--- src/rtl/afifo_rd_stream.sv ---
// afifo_rd_stream: drains the async FIFO read port into a 2-entry registered valid/ready stream buffer
module afifo_rd_stream #(
  parameter int DATA_WIDTH = 32,
  parameter int CNT_WIDTH = 16
) (
  input  logic                  clk_rd,
  input  logic                  rst_rd_n,
  input  logic                  fifo_empty,
  output logic                  fifo_rd_en,
  input  logic [DATA_WIDTH-1:0] fifo_rdata,
  input  logic                  flush,
  output logic                  m_valid,
  input  logic                  m_ready,
  output logic [DATA_WIDTH-1:0] m_data,
  output logic [1:0]            buf_cnt,
  output logic [CNT_WIDTH-1:0]  word_cnt
);
  logic [DATA_WIDTH-1:0] mem [2];
  logic head, tail, inflight, pop, cap;
  logic [2:0] occ;
  always_comb begin
    pop = m_valid & m_ready;
    cap = inflight & ~flush;
    occ = {1'b0, buf_cnt} + {2'b0, inflight};
    fifo_rd_en = ~fifo_empty & ~flush & ((occ < 3'd2) | pop);
  end
  assign m_valid = buf_cnt != 2'd0;
  assign m_data = mem[head];
  always_ff @(posedge clk_rd or negedge rst_rd_n) begin
    if (!rst_rd_n) begin
      mem[0] <= '0;
      mem[1] <= '0;
      head <= 1'b0;
      tail <= 1'b0;
      inflight <= 1'b0;
      buf_cnt <= 2'd0;
      word_cnt <= '0;
    end else begin
      inflight <= fifo_rd_en;
      word_cnt <= word_cnt + CNT_WIDTH'(pop);
      if (flush) begin
        head <= 1'b0;
        tail <= 1'b0;
        buf_cnt <= 2'd0;
      end else begin
        if (cap) mem[tail] <= fifo_rdata;
        tail <= tail ^ cap;
        head <= head ^ pop;
        buf_cnt <= buf_cnt + 2'(cap) - 2'(pop);
      end
    end
  end
  assert property (@(posedge clk_rd) disable iff (!rst_rd_n)
    occ <= 3'd2 && !(cap && buf_cnt == 2'd2 && !pop));
endmodule

--- config.mk ---
export PLATFORM = sky130hd
export DESIGN_NAME = afifo_rd_stream
export DESIGN_NICKNAME = d
export VERILOG_FILES = /design/src/rtl/afifo_rd_stream.sv
export SDC_FILE = /design/constraint.sdc
export NUM_CORES = 1
export LEC_CHECK = 0
export BUFFER_PORTS_ARGS = -buffer_cell sky130_fd_sc_hd__buf_2
export CELL_PAD_IN_SITES_DETAIL_PLACEMENT = 0
export CELL_PAD_IN_SITES_GLOBAL_PLACEMENT = 2
export CORE_MARGIN = 3
export CORE_UTILIZATION = 40
export DETAILED_ROUTE_END_ITERATION = 6
export GPL_ROUTABILITY_DRIVEN = 0
export PLACE_DENSITY = 0.9
export RECOVER_POWER = 50
export SLEW_MARGIN = 10
export SYNTH_ARGS = -nofsm -noshare
export SYNTH_HDL_FRONTEND = slang
export SYNTH_SLANG_ARGS = --single-unit
export TNS_END_PERCENT = 50
--- constraint.sdc ---
create_clock -name clk_rd -period 2.4 [get_ports clk_rd]
set_input_delay 0.24 -clock clk_rd [delete_from_list [all_inputs] [get_ports clk_rd]]
set_output_delay 0.24 -clock clk_rd [all_outputs]
set_load 0.02 [all_outputs]
Yosys cells after proc, flatten, opt, wreduce, memory -nomap -nowiden
Index checks and enable logic that the tools add are counted.

Bits of input ports: 37. ROM bits: 0. Memories kept: 0. Flip-flop bits (word level): 85. Output and inout port bits: 52. Latch bits: 0. Memory bits (writable): 0.

Equal/unequal tests: 0. $lt $le $gt $ge: 4. Add/sub/neg operators: 4. Muxes and demuxes: 9. Reductions and logical operators: 3. Shift operators: 0. Bitwise logic cells: 11. Div/mod/pow operators: 0. Multiply operators: 0.

Operator list (count): 2-to-1 mux 32 bit (4); bitwise mux 64 bit (1); demux 32 bit (select 1 bit) (1); adder 16 x 1 -> 16 bit (1); AND 1 bit (4); >= comparator 2 bit, second input constant (2); inverter 1 -> 2 bit (2); adder 2 x 1 -> 3 bit (1); < comparator 3 x 2 -> 1 bit, second input constant (1); adder 2 x 1 -> 2 bit (1); < comparator 2 x 1 -> 1 bit, second input constant (1); 2-to-1 mux 1 bit (2); 2-to-1 mux 2 bit (1); inverter 1 bit (2); AND reduction 2 bit (1); nonzero test 2 bit (1); subtractor 2 x 1 -> 2 bit (1); XOR 1 bit (2); logical AND 1 bit (1); bitwise OR 1 bit (1).

Longest topological paths before layout
Depth after elaboration: 6. Mapped depth: 6. Depth with buffers taken out: 6.

Worst setup path before layout
No wires, ideal clock.

Path kind: flip-flop to flip-flop. From: register buf_cnt[0]. To: register word_cnt[12]. Buffers on the path: 0. Library setup time: 0.080 ns. Arrival time: 1.631 ns. Stages on the path, launching flop included: 6. Clock period less this slack: 1.711 ns. Path slack: 0.689 ns. Data required time: 2.320 ns. Cell sequence: dfrtp_1 -> o21a_1 -> ha_1 -> nand4_2 -> nor4_1 -> xor2_1.

Cells in the longest elaborated chain, start to end: 3.

Ends and longest elaborated chain: from (decl) (RTL line 15) `output logic [1:0] buf_cnt,`; from (signal assigned) (RTL line 49) `buf_cnt <= buf_cnt + 2'(cap) - 2'(pop);`; nonzero test 2 bit (RTL line 27) `assign m_valid = buf_cnt != 2'd0;`; AND 1 bit (RTL line 22) `pop = m_valid & m_ready;`; adder 16 x 1 -> 16 bit (RTL line 40) `word_cnt <= word_cnt + CNT_WIDTH'(pop);`; to (signal assigned) (RTL line 40); to (decl) (RTL line 16) `output logic [CNT_WIDTH-1:0] word_cnt`.

No other way between the ends. A chain may end at the register's enable or synchronous reset.

Worst setup path after layout
From: register head. To: output port m_data[4].

Cells in the longest elaborated chain, start to end: 4.

Ends and longest elaborated chain: from (decl) (RTL line 19) `logic head, tail, inflight, pop, cap;`; from (signal assigned) (RTL line 48) `head <= head ^ pop;`; inverter 1 -> 2 bit (implied by the code) (RTL line 28) `assign m_data = mem[head];`; 2-to-1 mux 32 bit (implied by the code) (3 in series) (RTL line 28); to (decl) (RTL line 14) `output logic [DATA_WIDTH-1:0] m_data,`.

No other way between the ends. The select of a mux whose other input is x is not followed.

==> results.md <==
- Post-Place Cells: 466
- Largest net degree at the start of global routing: 47
- Crit-path max FO: 30
- Unrepaired setup endpoints after global routing: no
- Final count of negative-setup-slack endpoints: 0
- Clock latency on the worst-skew pair: 0.34 ns
- Crit share post-route: 77.4%
- Max-cap check violation count: 0
- Setup slack, reg-to-reg: 0.61 ns
- Root Buffer: clkbuf_8
- Worst setup margin: 0.543 ns
- GRT Resource Usage Total: 14.0%
- Vias in the first global route: 2362
- Combinational fraction of design power: 39.6%
- Antenna violations before repair: 0
- PD cells: 1170 nW/um^2
- CTS H-tree lvls: 3
- First-pass GRT wire length: 12300 microns
- Maximum VDD drop: 0.702 mV
- NumNets Final: 388
- Net Count, Synth: 294
- Clock Skew: 0.00691 ns
- Switching pwr: 1840 uW
- Post-synth top area share: 55.2%
- Detailed Routing Iterations Pass 1: 4
- I/O Buffers: 88
- Pint: 3550 uW
- Max Clk Rate: 0.539 GHz
- Critical path startpoint category: register
- WL/cell: 15.1 microns
- Drt total wl: 7280 microns
- Die ar.: 10800 sq um
- Max clock buf depth: 2
- Outcome: finished, final reports clean
- Hold Violations, Final: 0
- Initial DRC count: 63
- Syn Inst Count: 255
- Count of cell types in the netlist: 28
- Chip width: 104 microns
- Syn Area/Cell: 15.1 sq um
- Crit path DAT: 1.62 ns
- Inserted Diodes: 0
- Layout filler cell count: 849
- Std cell rows: 35
- Tmin final: 1.86 ns
- Register area share after synthesis: 55.2%
- Critical path required time: 2.16 ns
- CTS tree: done
- Clk sinks: 85
- Slowest stage cell, crit path: dfrtp_1
- Clk slew on worst S/H paths: 0.08 ns
- Slew at the pin with the worst max-slew slack: 1.00 ns
- DP HPWL: 4920 microns
- Ports: 89
- Layout cells sized above 1: 53.7%
- TritonCTS buffer count: 9
- Max-slew violation count: 0
- Place WS: 0.624 ns
- Total power: 5390 uW
- Critical path class: register to output port
- Sequential share of power: 41.6%
- Drt drc: 0
- Leak pwr: 0.00223 uW
- Via count: 2323
- CP Capture Type: output port
- Largest area contributor in the netlist: dfrtp_1
- Initial Util: 41.5%
- Hold Path Class: primary input to register
- Post-detailed-route count of antenna-violating nets: 0
- CORE AREA: 9280 sq um
- GRT overflow: 0
- Setup TNS: 0 ns
- Synth area leaders: dfrtp_1 (55%), mux2_2 (19%), mux2_4 (12%)
- Crit-path max cell delay: 0.48 ns
- Dominant delay contributor by cell family on the critical path: flip-flops
- Area growth from synthesis to layout: 20.0%
- Post-layout util: 49.8%
- Worst Path Buf+Inv: 2
- Switching share of power: 34.1%
- Slew Limit Headroom: 33.1%
- Die H: 104 microns
- CP cell instances: buf_12 -> mux2_2 -> buf_2
- Synthesized area: 3850 sq um
- Clock Power Share: 18.7%
- Fin cells: 483
- DR vias/cell: 4.81
- Synth warn: 0
- Synth Register Bits: 85
## logic make-up after synthesis
family / Yosys count / synth area share (%)
AOI/OAI and AO/OA: 4 / 0.650
xor gates and xnor gates: 19 / 4.32
adders and majority gates: 2 / 0.649
buffers and inverters: 13 / 2.53
DFF: 85 / 55.2
muxes: 96 / 31.0
and+or+nand+nor: 36 / 5.65
## layout by cell type (no fill, tap or decap), drive strengths merged
master       Yosys  routed
dfrtp           85      85
nand3            4       4
mux2            96      96
nor3b            1       1
xor2            11      11
nor4             4       4
bufinv           0       1
nor3             6       6
clkinv           0       5
nand4            8       8
nand2            4       4
xnor2            8       8
nor2             6       6
or2              1       1
ha               2       2
clkbuf           1      29
o211ai           1       1
nor2b            2       2
dlygate4sd3      0       1
a21oi            2       2
buf              9      73
inv              3       3
o21a             1       1
## metrics by stage
| stage | hold WS [ns] | instance area [sq um] |
|---|---|---|
| after floorplan | -0.0556 | 3850 |
| after global placement | 0.252 | 4440 |
| after detailed placement | 0.256 | 4440 |
| after CTS | 0.0311 | 4650 |
| after global routing | 0.0399 | 4620 |
| final | 0.0555 | 4620 |
## registers in the layout (all words and copies together), names as in the netlist
| register | cells |
|---|---|
| buf_cnt | 2 |
| inflight | 1 |
| tail | 1 |
| word_cnt | 16 |
| head | 1 |
| mem | 64 |
## worst reg2reg max path: cells and delay by family, from the launching register on
kind            cells  cell delay [ns]
compound gates      1             0.27
fa+ha+maj           1             0.28
simple gates        2             0.55
flops               1             0.44
xor+xnor            1             0.17
## power by group through the flow
stage | clock network, uW | logic, uW | registers, uW
6_report | 1010 | 2140 | 2240
5_1_grt | 1130 | 2300 | 2320
2_1_floorplan | 0 | 1580 | 2240
3_5_place_dp | 0 | 2170 | 2270
4_1_cts | 1060 | 2190 | 2250
3_3_place_gp | 0 | 2160 | 2240
## synthesized netlist by cell type
master	instances
a21oi_1	2
buf_2	3
buf_6	6
clkbuf_1	1
dfrtp_1	85
ha_1	2
inv_1	3
mux2_1	2
mux2_2	64
mux2_4	30
nand2_1	3
nand2_2	1
nand3_1	4
nand4_1	7
nand4_2	1
nor2_1	6
nor2b_1	1
nor2b_2	1
nor3_1	5
nor3_4	1
nor3b_1	1
nor4_1	3
nor4_2	1
o211ai_1	1
o21a_1	1
or2_2	1
xnor2_1	8
xor2_1	11
## metal layers
layer	vias to the layer above	global-route usage [%]	wire length (microns)
met5	-	0	0
met4	0	3.42	71
met3	9	4.10	250
met2	44	22.5	3630
met1	1175	18.9	3330
li1	1095	-	-
## path summary, 6_finish.rpt
| path | startpoint | to | cells past startpoint |
|---|---|---|---|
| max | head$_DFF_PN0_ | m_data[4] | 3 |
| min reg2reg | word_cnt[15]$_DFF_PN0_ | word_cnt[15]$_DFF_PN0_ | 1 |
| min | fifo_empty | inflight$_DFF_PN0_ | 2 |
| min in group asynchronous | rst_rd_n | mem[49]$_DFFE_PN0P_ | 2 |
| max in group asynchronous | rst_rd_n | mem[2]$_DFFE_PN0P_ | 3 |
| max reg2reg | buf_cnt[0]$_DFF_PN0_ | word_cnt[15]$_DFF_PN0_ | 5 |
## timing repair
action / in CTS / in global routing
hold endpoints to repair: 39 / 0
resized for setup: 0 / 0
hold buffers: 1 / 0
setup buffers: 0 / 0
## layout make-up
type | instances | area, sq um | area share [%]
flip-flops and latches | 85 | 2130 | 46.0
multi-input cells | 157 | 1630 | 35.2
repair buffers | 93 | 495 | 10.7
well taps | 129 | 161 | 3.49
clock buffers | 10 | 138 | 2.98
clock inverters | 6 | 62.6 | 1.35
inverters | 3 | 11.3 | 0.244
Note: power is estimated with default switching activity, not from simulation.
